===== src/rtl/mac_accumulator.sv =====
// rtl/mac_accumulator.sv - saturating multiply-accumulate over NTERMS products
//
// Sums NTERMS signed products {prod_h, prod_l} into a saturating ACC_WIDTH
// accumulator, then presents the sum until the consumer takes it.
//
// Ports:
//   clk           rising-edge clock
//   rst           synchronous active-high reset
//   prod_valid    product word present
//   prod_h        product high half (two's complement)
//   prod_l        product low half
//   prod_ready    product accepted this cycle when prod_valid is high
//   clear         abort the current sum and restart it (ignored while presenting)
//   acc_out_valid result available
//   acc_out_ready consumer takes the result
//   acc_out       signed accumulator value (always reflects the register)
//   acc_ovf       saturation occurred in the current or presented sum
//   term_cnt      products accepted in the current sum
module mac_accumulator #(
  parameter int WIDTH     = 16,
  parameter int ACC_WIDTH = 40,
  parameter int NTERMS    = 8
) (
  input  logic                             clk,
  input  logic                             rst,
  input  logic                             prod_valid,
  input  logic [WIDTH-1:0]                 prod_h,
  input  logic [WIDTH-1:0]                 prod_l,
  output logic                             prod_ready,
  input  logic                             clear,
  output logic                             acc_out_valid,
  input  logic                             acc_out_ready,
  output logic [ACC_WIDTH-1:0]             acc_out,
  output logic                             acc_ovf,
  output logic [$clog2(NTERMS+1)-1:0]      term_cnt
);

  localparam int CNT_W = $clog2(NTERMS + 1);
  localparam int EXT_W = ACC_WIDTH + 1 - 2 * WIDTH;

  typedef enum logic {
    ACCUM  = 1'b0,
    OUTPUT = 1'b1
  } state_e;

  state_e                 state_q, state_d;
  logic [ACC_WIDTH-1:0]   acc_q, acc_d;
  logic [CNT_W-1:0]       cnt_q, cnt_d;
  logic                   ovf_q, ovf_d;

  logic [2*WIDTH-1:0]     prod;
  logic [ACC_WIDTH:0]     sum;
  logic                   pos_ovf;
  logic                   neg_ovf;
  logic [ACC_WIDTH-1:0]   sat_sum;
  logic                   last_term;

  assign prod = {prod_h, prod_l};

  // One guard bit above the accumulator: the sum of an ACC_WIDTH value and a
  // narrower sign-extended product cannot overflow ACC_WIDTH+1 bits, so a
  // disagreement between the top two bits flags saturation and its direction.
  assign sum     = {acc_q[ACC_WIDTH-1], acc_q} + {{EXT_W{prod[2*WIDTH-1]}}, prod};
  assign pos_ovf = !sum[ACC_WIDTH] &&  sum[ACC_WIDTH-1];
  assign neg_ovf =  sum[ACC_WIDTH] && !sum[ACC_WIDTH-1];

  always_comb begin
    sat_sum = sum[ACC_WIDTH-1:0];
    if (pos_ovf) begin
      sat_sum = {1'b0, {(ACC_WIDTH-1){1'b1}}};
    end else if (neg_ovf) begin
      sat_sum = {1'b1, {(ACC_WIDTH-1){1'b0}}};
    end
  end

  assign last_term = (cnt_q == CNT_W'(NTERMS - 1));

  always_comb begin
    state_d       = state_q;
    acc_d         = acc_q;
    cnt_d         = cnt_q;
    ovf_d         = ovf_q;
    prod_ready    = 1'b0;
    acc_out_valid = 1'b0;

    if (state_q == ACCUM) begin
      // clear blocks acceptance so a product on the clear cycle is held upstream
      prod_ready = !clear;
      if (clear) begin
        acc_d = '0;
        cnt_d = '0;
        ovf_d = 1'b0;
      end else if (prod_valid) begin
        acc_d = sat_sum;
        cnt_d = cnt_q + CNT_W'(1);
        ovf_d = ovf_q || pos_ovf || neg_ovf;
        if (last_term) begin
          state_d = OUTPUT;
        end
      end
    end else begin
      acc_out_valid = 1'b1;
      if (acc_out_ready) begin
        acc_d   = '0;
        cnt_d   = '0;
        ovf_d   = 1'b0;
        state_d = ACCUM;
      end
    end
  end

  always_ff @(posedge clk) begin
    if (rst) begin
      state_q <= ACCUM;
      acc_q   <= '0;
      cnt_q   <= '0;
      ovf_q   <= 1'b0;
    end else begin
      state_q <= state_d;
      acc_q   <= acc_d;
      cnt_q   <= cnt_d;
      ovf_q   <= ovf_d;
    end
  end

  assign acc_out  = acc_q;
  assign acc_ovf  = ovf_q;
  assign term_cnt = cnt_q;

endmodule


===== config.mk =====
export PLATFORM = sky130hd
export DESIGN_NAME = mac_accumulator
export DESIGN_NICKNAME = d
export VERILOG_FILES = /design/src/rtl/mac_accumulator.sv
export SDC_FILE = /design/constraint.sdc
export NUM_CORES = 1
export LEC_CHECK = 0
export BUFFER_PORTS_ARGS = -buffer_cell sky130_fd_sc_hd__buf_2
export CAP_MARGIN = 25
export CORE_MARGIN = 3
export CORE_UTILIZATION = 47
export CTS_CLUSTER_DIAMETER = 50
export CTS_CLUSTER_SIZE = 24
export DETAILED_ROUTE_END_ITERATION = 8
export GPL_ROUTABILITY_DRIVEN = 0
export PLACE_DENSITY = 0.72
export SLEW_MARGIN = 30
export SYNTH_ARGS = -nofsm -noshare
export SYNTH_HDL_FRONTEND = slang
export SYNTH_SLANG_ARGS = --single-unit

===== constraint.sdc =====
create_clock -name clk -period 2.65 [get_ports clk]
set_clock_uncertainty 0.15 [all_clocks]
set_input_delay 0.1325 -clock clk [delete_from_list [all_inputs] [get_ports clk]]
set_output_delay 0.1325 -clock clk [all_outputs]
set_load 0.01 [all_outputs]

# Word level (Yosys, flattened, before mapping)
# Index checks and enable logic that the tools add are counted.
op_classes:
  n_addsub: 2
  n_eq_ne: 2
  mux: 21
  n_reduce_logical: 9
op_table:
  columns: ["op", "count"]
  rows:
  - ["40-bit 2-to-1 mux", 6]
  - ["40-bit by 32-bit adder with 41-bit output", 1]
  - ["4-bit 2-to-1 mux", 4]
  - ["1-bit 2-to-1 mux", 11]
  - ["4-bit by 1-bit adder with 4-bit output (second input constant)", 1]
  - ["4-bit by 3-bit == test with 1-bit output (second input constant)", 1]
  - ["1-bit logical NOT", 3]
  - ["3-bit nonzero test", 1]
  - ["1-bit logical AND", 2]
  - ["1-bit logical OR", 2]
  - ["2-bit != test (second input constant)", 1]
  - ["2-bit AND reduction", 1]
word_totals:
  register_bits: 46
  in_bits: 37
  output_inout_bits: 47
  elab_cells: 38

# Logic depth before layout (Yosys ltp)
# Gate-level depths: netlist (run 1).
logic_depth:
  depth_word: 8
  depth_mapped: 14
  ltp_nobuf: 12

# Least setup slack after synthesis (run 1)
# No wires, ideal clock.
synth_path:
  kind: "reg-to-reg"
  from: "reg acc_q[5], in the netlist acc_out[5]"
  to: "reg acc_q[36], in the netlist acc_out[36]"
  setup_time_ns: 0.132
  arrival_ns: 2.628
  required_time_ns: 2.368
  slack_ns: -0.260
  path_stages_with_launch: 13
  path_buffers: 2
  period_less_slack_ns: 2.910
  cell_sequence: "dfxtp_1 ha_1 a21o_1 a211o_1 o211ai_2 nand4b_2 a221oi_4 o211ai_2 o211a_1 buf_6 buf_12 nand2_2 a31oi_1"
synth_via:
  elab_chain_cells: 8
  word_cells_on_any_way: 10
  cone_classes: "1 x add/sub; 5 x mux; 4 x reduce/logical"
synth_lines:
  columns: ["item", "line", "rtl"]
  rows:
  - ["start: declaration", "47", "logic [ACC_WIDTH-1:0] acc_q, acc_d;"]
  - ["start signal: assignment", "115", "acc_q <= '0;"]
  - ["start signal: assignment", "120", "acc_q <= acc_d;"]
  - ["40-bit by 32-bit adder with 41-bit output (*)", "63", "assign sum = {acc_q[ACC_WIDTH-1], acc_q} + {{EXT_W{prod[2*WIDTH-1]}}, prod};"]
  - ["1-bit logical NOT", "65", "assign neg_ovf = sum[ACC_WIDTH] && !sum[ACC_WIDTH-1];"]
  - ["1-bit logical AND", "65", null]
  - ["40-bit 2-to-1 mux", "71", "end else if (neg_ovf) begin"]
  - ["40-bit 2-to-1 mux (*)", "69", "if (pos_ovf) begin"]
  - ["40-bit 2-to-1 mux (*)", "93", "end else if (prod_valid) begin"]
  - ["40-bit 2-to-1 mux (*)", "89", "if (clear) begin"]
  - ["40-bit 2-to-1 mux (*)", "86", "if (state_q == ACCUM) begin"]
# Mark *: on every way between the ends. The rest lies on a longest branch, timed or not. The select of a mux whose other input is x is not followed.
# A chain may end at the register's enable or synchronous reset.

# Worst setup path in the final report (run 1)
layout_path:
  from: "reg acc_q[3], in the netlist acc_out[3]"
  to: "reg acc_q[0], in the netlist acc_out[0]"
# The elaborated chain is that of the path after synthesis.

==> results.cfg, run 1 <==
[die]
die_h_um = 103
core_area_sq_mm = 0.00898
rows = 34
ios = 84
chipWidth_um = 103
initial_core_util_pct = 49.8
dieArea_sq_mm = 0.0107

[placement]
port_buffers = 83
place_inst = 908
dp_slack_ns = -0.254
dp_hpwl_mm = 10.8

[global_route]
grt_use_met2_pct = 45.5
busiest_layer = met2
met1_usage_pct = 34.7
grt_usage_pct = 26.8
antenna_found_initial = 0
grt_pass1_wl_mm = 23.3
grtUsageMet3_pct = 3.89
first_global_vias = 5096
grt_max_degree = 26
grt_overflow = 0

[finish]
syn_to_final_growth_pct = 46.1
antennaDiodeCount = 0
final_common_cell = buf_4
layout-drive-gt1-share_pct = 42.3
final_cell_mix = buf_4 (144), buf_2 (83), nand2_1 (71)
fin_cells = 926
layout.nets = 878
fillers = 691

[timing]
period_share_pct = 112
max_freq_ghz = 0.338
rsz0062_at_grt = yes
finalSetupTns_ns = -10.56
setup_viol_count_final = 41
min_period_ns = 2.96
drv_slew = 0
finalHoldViolations = 0
slew_headroom_pct = 60.2
worstMarginPinSlew_ns = 0.597
setup_ws_ns = -0.309

[critical_path]
critical_path_required_ns = 2.68
cp.arrival_ns = 2.98
critPathMaxFanout = 4
crit_path_end_kind = register
critPathLaunchType = register
path_class = register to register
reg2reg_slack_ns = -0.31

[logic_synthesis]
async_flop_share_pct = 0
syn_inst = 594
ys_warn_count = 0
ys.flop_type = dfxtp_1
synthTopCellsByArea = dfxtp_1 (21%), ha_1 (11%), a31oi_1 (6.2%)
avgSynthCellArea_sq_um = 7.52
yosysSeqAreaShare_pct = 20.6
ys_ff_latch = 46
synth_edf_count = 0
synth.largest_area_cell = dfxtp_1
ys_types = 60
synth_area_sq_mm = 0.00447
syn_nets = 673
yosysTopAreaCellShare_pct = 20.6

[hold_path]
hold_path_class = primary input to register

[drt]
wl_per_cell_um = 15.9
detail-route-antenna-nets = 0
avgViaCountPerCell = 5.77
firstDrtPassIters = 6
vias = 5342
finalWirelength_mm = 14.7
drt_iter0_drc = 321
drc = 0

[run_status]
status = complete, but fails checks
violations = setup timing

[cts]
cts_root_buffer = clkbuf_8
clk_latency_ns = 0.31
clk_path_buf_depth = 2
cts_tree = yes
cts_hold_buf = 0
numCtsBuffers = 5
htreeDepth = 2
cts.sinks = 46
clk_pin_slew_ns = 0.10

[flow_run]
cap_violations = 0

[power_and_ir_drop]
vdd_drop_max_uv = 250
powerDensity_mw_per_mm2 = 363
p_leak_nw = 3.07
registers in the layout, indices dropped and copies added (netlist names):
register	count
state_q	1
term_cnt	4
acc_ovf	1
acc_out	40
kinds of logic (layout without fill, tap and decap cells):
| group | Yosys count | after routing | share of synthesized area (%) |
|---|---|---|---|
| AO/OA/AOI/OAI | 204 | 204 | 30.5 |
| XOR/XNOR | 36 | 36 | 7.06 |
| adder cells (fa/ha/maj) | 42 | 42 | 11.9 |
| buffers and inverters | 57 | 263 | 6.53 |
| flip-flops | 46 | 46 | 20.6 |
| multiplexers | 1 | 1 | 0.224 |
| AND/OR/NAND/NOR | 208 | 208 | 23.1 |
final timing paths:
| check | cells after the start | to | from |
|---|---|---|---|
| worst max-delay path | 13 | acc_out[0] | acc_out[3] |
| worst min-delay path | 4 | acc_ovf | clear |
| worst max register to register | 13 | acc_out[0] | acc_out[3] |
| worst min register to register | 2 | acc_out[39] | acc_out[39] |
where the power goes:
part	total, mW	switching [mW]	leakage [nW]	internal [mW]
combinational	1.06	0.555	2.64	0.508
clock	0.550	0.268	0.0514	0.282
sequential	0.753	0.0261	0.377	0.727
synthesized netlist by cell type (5+ instances only):
master and number:
o21bai_1 8, nand4_1 16, xor2_1 14, ha_1 41, inv_1 16, a21oi_1 50
nor3_1 6, nand3_1 10, dfxtp_1 46, nand2_1 73, a21o_1 23, nand2b_1 7
nand3b_1 5, o211ai_1 9, nor2_1 39, o21ai_0 26, o21a_1 9, xnor2_1 22
a31oi_1 44, buf_2 10, nand2_2 30, clkbuf_1 23, o21ai_1 5
metal layers:
metal | up-vias | share of wire, %
met5 | - | 0
met4 | 0 | 2.5
met3 | 42 | 5.7
met2 | 203 | 48
met1 | 2516 | 44
li1 | 2581 | -
timing repair:
action,CTS,global route
gates cloned,1,0
buffers inserted,5,4
endpoints found under the hold margin,0,0
resized for setup,31,33
setup endpoints to repair,41,41
pin swaps,28,14
metrics by stage:
| step | power (mW) | util, % | area [sq um] | hold slack, ns |
|---|---|---|---|---|
| final | 2.37 | 72.7 | 6530 | 0.0786 |
| after global routing | 2.49 | 72.7 | 6530 | 0.0771 |
| after CTS | 2.32 | 70.9 | 6360 | 0.0632 |
| after detailed placement | 1.72 | 67.2 | 6030 | 0.313 |
| after global placement | 1.70 | 67.1 | 6020 | 0.309 |
| after floorplan | 1.34 | - | 4520 | 0.162 |
cell type report:
class | count | area, sq um | area share [%]
Tap cell | 126 | 158 | 2.42
Sequential cell | 46 | 928 | 14.2
Clock inverter | 2 | 37.5 | 0.575
Multi-Input combinational cell | 491 | 3580 | 54.8
Clock buffer | 6 | 72.6 | 1.11
Timing Repair Buffer | 239 | 1690 | 25.9
Inverter | 16 | 60.1 | 0.920
critical path, cell delays in order (launching register included):
cell and delay (ns):
dfxtp_2 0.36, ha_4 0.20, buf_4 0.14, o211ai_1 0.30, a21oi_4 0.06, o211ai_2 0.22
nand4b_4 0.14, a221oi_4 0.39, o211ai_2 0.11, o211a_1 0.28, buf_6 0.15, buf_4 0.13
a21oi_2 0.12, a211oi_2 0.05
Power figures use the tool's default switching activity.
==> inputs of run 2 (changes only) <==
Settings changed: SKIP_LAST_GASP from default to 1.
==> results.cfg, run 2 (synthesis gave the netlist of run 1 again) <==
[run_status]
status = complete, but fails checks
violations = setup timing

[flow_run]
cap_violations = 0

[timing]
min_period_ns = 2.96
slew_headroom_pct = 60.0
finalHoldViolations = 0
setup_ws_ns = -0.309
setup_viol_count_final = 41
period_share_pct = 112
max_freq_ghz = 0.338
worstMarginPinSlew_ns = 0.600
finalSetupTns_ns = -9.65
drv_slew = 0
rsz0062_at_grt = yes

[die]
chipWidth_um = 103
core_area_sq_mm = 0.00898
dieArea_sq_mm = 0.0107
die_h_um = 103
rows = 34
initial_core_util_pct = 49.8
ios = 84

[finish]
fin_util_pct = 72.5
layout-drive-gt1-share_pct = 41.5
largest_register_ffs = 40
final_cell_mix = buf_4 (144), buf_2 (83), nand2_1 (71)
layout.nets = 878
antennaDiodeCount = 0
final_common_cell = buf_4
fin_cells = 926
syn_to_final_growth_pct = 45.6
fillers = 694

[global_route]
grt_usage_pct = 26.8
grt_pass1_wl_mm = 23.3
grt_overflow = 0
grt_max_degree = 26
antenna_found_initial = 0
first_global_vias = 5096

[drt]
wl_per_cell_um = 15.7
drc = 0
firstDrtPassIters = 6
finalWirelength_mm = 14.6
detail-route-antenna-nets = 0
drt_iter0_drc = 340
vias = 5339
avgViaCountPerCell = 5.77

[critical_path]
critPathMaxFanout = 3
cp.arrival_ns = 3.05
r2r_start = acc_out[4]
regToRegEndpoint = acc_out[35]
critPathSlowestCell = dfxtp_1
crit_start = acc_out[4]
cp_num_buf_inv = 3
critical_path_required_ns = 2.74
crit_path_end_kind = register
critPathLaunchType = register
cpLargestDelayFamily = compound AO/OA/AOI/OAI gates
path_class = register to register
r2r_cells = 13
reg2reg_slack_ns = -0.31
path_common_cell = buf_4
worstPathCellList = ha_2 -> buf_4 -> a21oi_1 -> o21ai_1 -> buf_4 -> o21ai_0 -> buf_4 -> a41o_1 -> o21ai_1 -> a21oi_1 -> xnor2_1 -> nand2_4 -> a31oi_1
max_stage_delay_ns = 0.36

[cts]
cts_tree = yes
clk_latency_ns = 0.31
cts.sinks = 46
clk_pin_slew_ns = 0.10
cts_hold_buf = 0
cts_root_buffer = clkbuf_8
htreeDepth = 2
numCtsBuffers = 5
clk_path_buf_depth = 2

[placement]
dp_slack_ns = -0.254
place_inst = 908
port_buffers = 83
dp_hpwl_mm = 10.8

[power_and_ir_drop]
powerDensity_mw_per_mm2 = 362
vdd_drop_max_uv = 251
p_leak_nw = 3.07
power.total_mw = 2.36

[hold_path]
hold_start = acc_out_ready
worstHoldPathCells = 3
hold_path_class = primary input to register
hold_end = state_q
## run 2: layer usage
| layer | routed length [um] | share of wire, % | track usage (%) | vias to the layer above |
|---|---|---|---|---|
| li1 | - | - | - | 2584 |
| met1 | 6480 | 45 | 34.7 | 2504 |
| met2 | 6950 | 48 | 45.5 | 211 |
| met3 | 804 | 5.5 | 3.89 | 40 |
| met4 | 328 | 2.3 | 8.86 | 0 |
| met5 | 0 | 0 | 0 | - |
## run 2: repair_timing
action                                  CTS  global route
setup buffers                             5             4
endpoints found under the setup margin   41            41
gates resized for setup                  31            26
cloned                                    1             0
pin swaps                                28            14
## run 2: area by class of cell
| class | count | area, sq um | area share [%] |
|---|---|---|---|
| clock inverter | 2 | 37.5 | 0.577 |
| tap | 126 | 158 | 2.42 |
| sequential | 46 | 927 | 14.3 |
| clock buffer | 6 | 72.6 | 1.12 |
| timing repair buffer | 239 | 1690 | 26.0 |
| multi-input combinational | 491 | 3560 | 54.7 |
| inverter | 16 | 60.1 | 0.923 |
## run 2: power by group
group | leakage [nW] | internal (mW) | switching [mW] | total [mW]
registers | 0.376 | 0.727 | 0.0263 | 0.753
clock network | 0.0514 | 0.282 | 0.265 | 0.547
logic | 2.64 | 0.506 | 0.550 | 1.06
total | 3.07 | 1.52 | 0.842 | 2.36
## run 2: how the worst max path moves through the flow
| stage | to | slack, ns | cells past startpoint |
|---|---|---|---|
| 2_1_floorplan | acc_out[36] | -0.14 | 12 |
| 3_3_place_gp | acc_out[1] | -0.18 | 10 |
| 3_5_place_dp | acc_out[34] | -0.25 | 13 |
| 4_1_cts | acc_out[7] | -0.24 | 12 |
| 5_1_grt | acc_out[35] | -0.46 | 13 |
| 6_report | acc_out[35] | -0.31 | 13 |
## run 2: worst register-to-register path: stages, from the launching register on
cell and delay, ns:
dfxtp_1 0.36, ha_2 0.29, buf_4 0.14, a21oi_1 0.18, o21ai_1 0.13, buf_4 0.16, o21ai_0 0.17, buf_4 0.15
a41o_1 0.22, o21ai_1 0.15, a21oi_1 0.31, xnor2_1 0.24, nand2_4 0.08, a31oi_1 0.16
## run 2: metrics by stage
step / instance area [sq um] / hold slack [ns]
6_report: 6500 / 0.0744
5_1_grt: 6500 / 0.0769
4_1_cts: 6360 / 0.0632
3_5_place_dp: 6030 / 0.313
3_3_place_gp: 6020 / 0.309
2_1_floorplan: 4520 / 0.162
